### config.mk
export PLATFORM = sky130hd
export DESIGN_NAME = mul_issue_unit
export DESIGN_NICKNAME = d
export VERILOG_FILES = /design/src/rtl/mul_issue_unit.sv
export SDC_FILE = /design/constraint.sdc
export NUM_CORES = 1
export LEC_CHECK = 0
export CORE_MARGIN = 1
export CORE_UTILIZATION = 35
export DETAILED_ROUTE_END_ITERATION = 10
export DONT_BUFFER_PORTS = 1
export SLEW_MARGIN = 20
export SYNTH_ARGS = -nofsm -noshare
export SYNTH_HDL_FRONTEND = slang
export SYNTH_SLANG_ARGS = --single-unit
### constraint.sdc
create_clock -name clk -period 2.4 [get_ports clk]
set_input_delay 0.72 -clock clk [delete_from_list [all_inputs] [get_ports clk]]
set_output_delay 0.72 -clock clk [all_outputs]
set_load 0.02 [all_outputs]
### src/rtl/mul_issue_unit.sv
// mul_issue_unit: RV32M MUL/MULH/MULHSU/MULHU wrapper around an external
// combinational 32x32 unsigned multiplier (operand stage S1, result stage S2).
module mul_issue_unit #(
    parameter int TAG_W = 5
) (
    input  logic             clk,
    input  logic             rst_n,
    input  logic             flush,
    input  logic             in_valid,
    output logic             in_ready,
    input  logic [1:0]       in_op,
    input  logic [31:0]      in_rs1,
    input  logic [31:0]      in_rs2,
    input  logic [TAG_W-1:0] in_tag,
    output logic [31:0]      mul_a,
    output logic [31:0]      mul_b,
    input  logic [63:0]      mul_p,
    output logic             out_valid,
    input  logic             out_ready,
    output logic [31:0]      out_data,
    output logic [TAG_W-1:0] out_tag
);

    logic             r_s1_v;
    logic             r_s2_v;
    logic             r_neg;
    logic             r_hi;
    logic [31:0]      r_a;
    logic [31:0]      r_b;
    logic [TAG_W-1:0] r_tag1;
    logic [31:0]      r_data;
    logic [TAG_W-1:0] r_tag2;

    logic             w_s2_adv;
    logic             w_s1_adv;
    logic             w_acc;
    logic             w_sa;
    logic             w_sb;
    logic             w_na;
    logic             w_nb;
    logic [63:0]      w_p;

    assign w_s2_adv = !r_s2_v | out_ready;
    assign w_s1_adv = r_s1_v & w_s2_adv;
    assign in_ready = !r_s1_v | w_s2_adv;
    assign w_acc    = in_valid & in_ready;

    assign w_sa = (in_op == 2'b01) | (in_op == 2'b10);
    assign w_sb = (in_op == 2'b01);
    assign w_na = w_sa & in_rs1[31];
    assign w_nb = w_sb & in_rs2[31];

    // Sign fix-up on the full 64-bit product before word select.
    assign w_p = r_neg ? (~mul_p + 64'd1) : mul_p;

    always_ff @(posedge clk or negedge rst_n) begin
        if (!rst_n) begin
            r_s1_v <= 1'b0;
            r_neg  <= 1'b0;
            r_hi   <= 1'b0;
            r_a    <= 32'd0;
            r_b    <= 32'd0;
            r_tag1 <= '0;
        end else begin
            r_s1_v <= !flush & (w_acc | (r_s1_v & !w_s1_adv));
            if (w_acc & !flush) begin
                r_a    <= w_na ? (~in_rs1 + 32'd1) : in_rs1;
                r_b    <= w_nb ? (~in_rs2 + 32'd1) : in_rs2;
                r_neg  <= w_na ^ w_nb;
                r_hi   <= (in_op != 2'b00);
                r_tag1 <= in_tag;
            end
        end
    end

    always_ff @(posedge clk or negedge rst_n) begin
        if (!rst_n) begin
            r_s2_v <= 1'b0;
            r_data <= 32'd0;
            r_tag2 <= '0;
        end else begin
            r_s2_v <= !flush & (w_s1_adv | (r_s2_v & !out_ready));
            if (w_s1_adv & !flush) begin
                r_data <= r_hi ? w_p[63:32] : w_p[31:0];
                r_tag2 <= r_tag1;
            end
        end
    end

    assign mul_a     = r_a;
    assign mul_b     = r_b;
    assign out_valid = r_s2_v;
    assign out_data  = r_data;
    assign out_tag   = r_tag2;

endmodule

==> flow_summary_export.csv <==
group,metric,value,unit
yosys,synth_cell_types,70,
clock_network,clock-root-buffer,"clkbuf_16",
floorplanning,die_y,148,um
yosys,synth_ff_type,"dfrtp_1",
drt,drt-pass1-iter-count,5,
critical_path,crit_fanout,5,
yosys,ys.warnings.count,0,
yosys,synth_nets,1042,
pwr,combPwrFrac,20.7,%
clock_network,cts_buffer_depth,2,
final_layout,syn_to_final_growth,20.9,%
pwr,power.density,632,nW/um2
grt,gr-usage-met3,8.53,%
yosys,synthAdderAreaFrac,0.836,%
drt,drc_errors,0,
timing,fin_crit_sh,96.5,%
clock_network,cts_sinks,110,
timing,drv_slew,0,
critical_path,crit_type,"input pin to flop",
clock_network,numCtsBuffers,9,
yosys,synth_compound_area_share,19.4,%
yosys,synth-edff-count,0,
pwr,seqPwrFrac,51.9,%
final_layout,post-route-util,43.1,%
yosys,yosys.area_share.simple,25.9,%
place,dpl.hpwl,19.9,mm
clock_network,tritoncts,"built",
clock_network,cts_max_level,3,
yosys,synth_commonest_cells,"nand2_1, dfrtp_1, o21ai_0, nor2_1, xnor2_1",
timing,rsz0062_at_grt,"false",
place,place.gp.congestion,0.974,
grt,met2_usage,37.9,%
critical_path,endpoint_kind,"flop",
yosys,ys_ff_latch,110,
critical_path,start_kind,"input pin",
critical_path,critPathRequiredTime,2.68,ns
drt,num_vias,7170,
pwr,ir_drop,319,uV
clock_network,cts_resized,0,
floorplanning,die_x,148,um
timing,tns,0,ns
timing,setup_slack,0.0838,ns
place,port_buffers,0,
grt,track_usage,23.4,%
yosys,synthCells,897,
floorplanning,core_area,21000,um2
pwr,clkPwrFrac,27.4,%
final_layout,fill_cells,2111,
yosys,synth_seq_area_share,36.8,%
drt,dr.first_iter.drc_count,441,
floorplanning,start_util,35.6,%
clock_network,clk_latency,0.36,ns
timing,fmax,432,MHz
yosys,synthMuxAreaShare,3.36,%
yosys,ys_async_sr_fraction,100,%
clock_network,clkTransAtPathRegs,0.09,ns
yosys,synth_area_per_cell,8.34,um2
final_layout,fin_nets,1112,
job,maxCapViolCount,0,
timing,relSlewSlack,65.9,%
yosys,synth_top_family_by_area,"simple AND/OR/NAND/NOR gates",
floorplanning,fp.dieArea,22000,um2
grt,antenna_found_initial,0,
drt,routed_wl,25.9,mm
grt,grt-ovfl-total,0,
yosys,synthXorXnorAreaFrac,10.5,%
timing,setup-violations-final,0,
outcome,status,"complete, no violations",
critical_path,arrival,2.60,ns
grt,grt_start_max_net_pins,111,
timing,finalClockSkew,0.0131,ns
drt,ant_nets,0,
clock_network,ctsHoldBuffers,0,
worst_hold_path,hp-class,"input pin to asynchronous set/reset pin",
pwr,internal_power,3.53,mW
drt,wl_per_cell,20.7,um
floorplanning,io_pins,243,
timing,tightestPinTransition,0.511,ns
pwr,p_sw,2.19,mW
drt,post_drt_via_cell_ratio,5.75,
pwr,power_leakage,3.59,nW
floorplanning,rows,53,
grt,grt_pass1_vias,7019,
timing,hold_viol,0,
yosys,yosysMostFrequentCell,"nand2_1",
yosys,synth_top_area_cell,"dfrtp_1",
grt,met1_usage,29.2,%
final_layout,layout-drive-gt1-share,18.4,%
grt,grt_pass1_wl,39.5,mm
yosys,syn_area,7480,um2
yosys,ys_top_cells_by_area,"dfrtp_1, nand2_1, o21ai_0, xnor2_1, xor2_1",
grt,busiest_layer,"met2",
timing,period_minus_slack,2.32,ns
pwr,switching_share,38.3,%
yosys,netlist.area_leader.share,36.8,%
clock_network,cts_setup_buffers,0,
place,post-place-ws,-0.298,ns
[worst max-delay path: stages]
cell and delay (ns):
or4_1 0.56, buf_4 0.19, nor4_2 0.33, nand3_1 0.13
nor3_1 0.19, mux2_2 0.38, o211ai_1 0.09
[layout by cell type, fill, tap and decap left out, drive strengths merged, types with 10 or more instances in the layout]
cell type / n
buf: 105
or3: 16
a21oi: 31
o41ai: 10
o31ai: 17
o21ai: 100
nor2: 68
dfrtp: 110
nand2: 138
clkbuf: 10
nor3: 42
or4: 14
inv: 18
mux2i: 15
xor2: 40
nand4: 11
a31oi: 19
nor4: 26
nand3: 20
xnor2: 50
[power groups by stage]
stage	registers, mW	clock network, mW	logic (mW)
4_1_cts	2.99	1.62	1.18
3_5_place_dp	3.01	0	1.18
2_1_floorplan	2.86	0	0.881
6_report	2.97	1.57	1.18
3_3_place_gp	3.02	0	1.16
5_1_grt	3.02	1.67	1.32
[registers in the layout, indices dropped and copies added (netlist names)]
signal and cells:
mul_a 32, r_s1_v 1, out_tag 5, r_hi 1, out_valid 1, out_data 32
r_neg 1, r_tag1 5, mul_b 32
[stage by stage]
| stage | power, mW | instance area (um2) | hold slack (ns) | instances |
|---|---|---|---|---|
| final | 5.72 | 9050 | 0.0533 | 1248 |
| after global placement | 4.17 | 8720 | 0.429 | 1231 |
| after CTS | 5.79 | 9020 | 0.0336 | 1247 |
| after detailed placement | 4.19 | 8720 | 0.429 | 1231 |
| after global routing | 6.01 | 9050 | 0.0300 | 1247 |
| after floorplan | 3.74 | 7730 | 0.424 | 897 |
[worst paths after layout]
check                           from            to  slack (ns)  depth (start not counted)
setup reg to reg           out_valid  out_data[18]        0.36                          8
setup / recovery           mul_p[46]  out_data[25]        0.08                          7
max in group asynchronous      rst_n     mul_a[22]        2.18                          0
min in group clk               flush     out_valid        0.41                          1
hold / removal                 rst_n   out_data[0]        0.05                          0
hold reg to reg            r_tag1[4]    out_tag[4]        0.46                          2
[area by class of cell]
class	count	area, um2	area share (%)
multi-input cells	725	4720	52.1
diodes	1	2.50	0.0276
well taps	275	344	3.80
clock inverters	6	62.6	0.691
inverters	16	80.1	0.885
flip-flops and latches	110	2750	30.4
repair buffers	105	851	9.40
clock buffers	10	239	2.64
[per-layer routing]
metal	share of wire [%]	routed length (um)	vias up
met1	40	10400	3350
met2	46	11800	354
met4	2.2	578	0
met3	12	3080	46
met5	0	0	-
li1	-	-	3420
[kinds of logic after synthesis]
group,after synthesis
XOR/XNOR,90
buffers and inverters,62
flip-flops,110
AND/OR/NAND/NOR,374
multiplexers,24
AO/OA/AOI/OAI,232
adder cells (fa/ha/maj),5
Power figures use the tool's default switching activity.
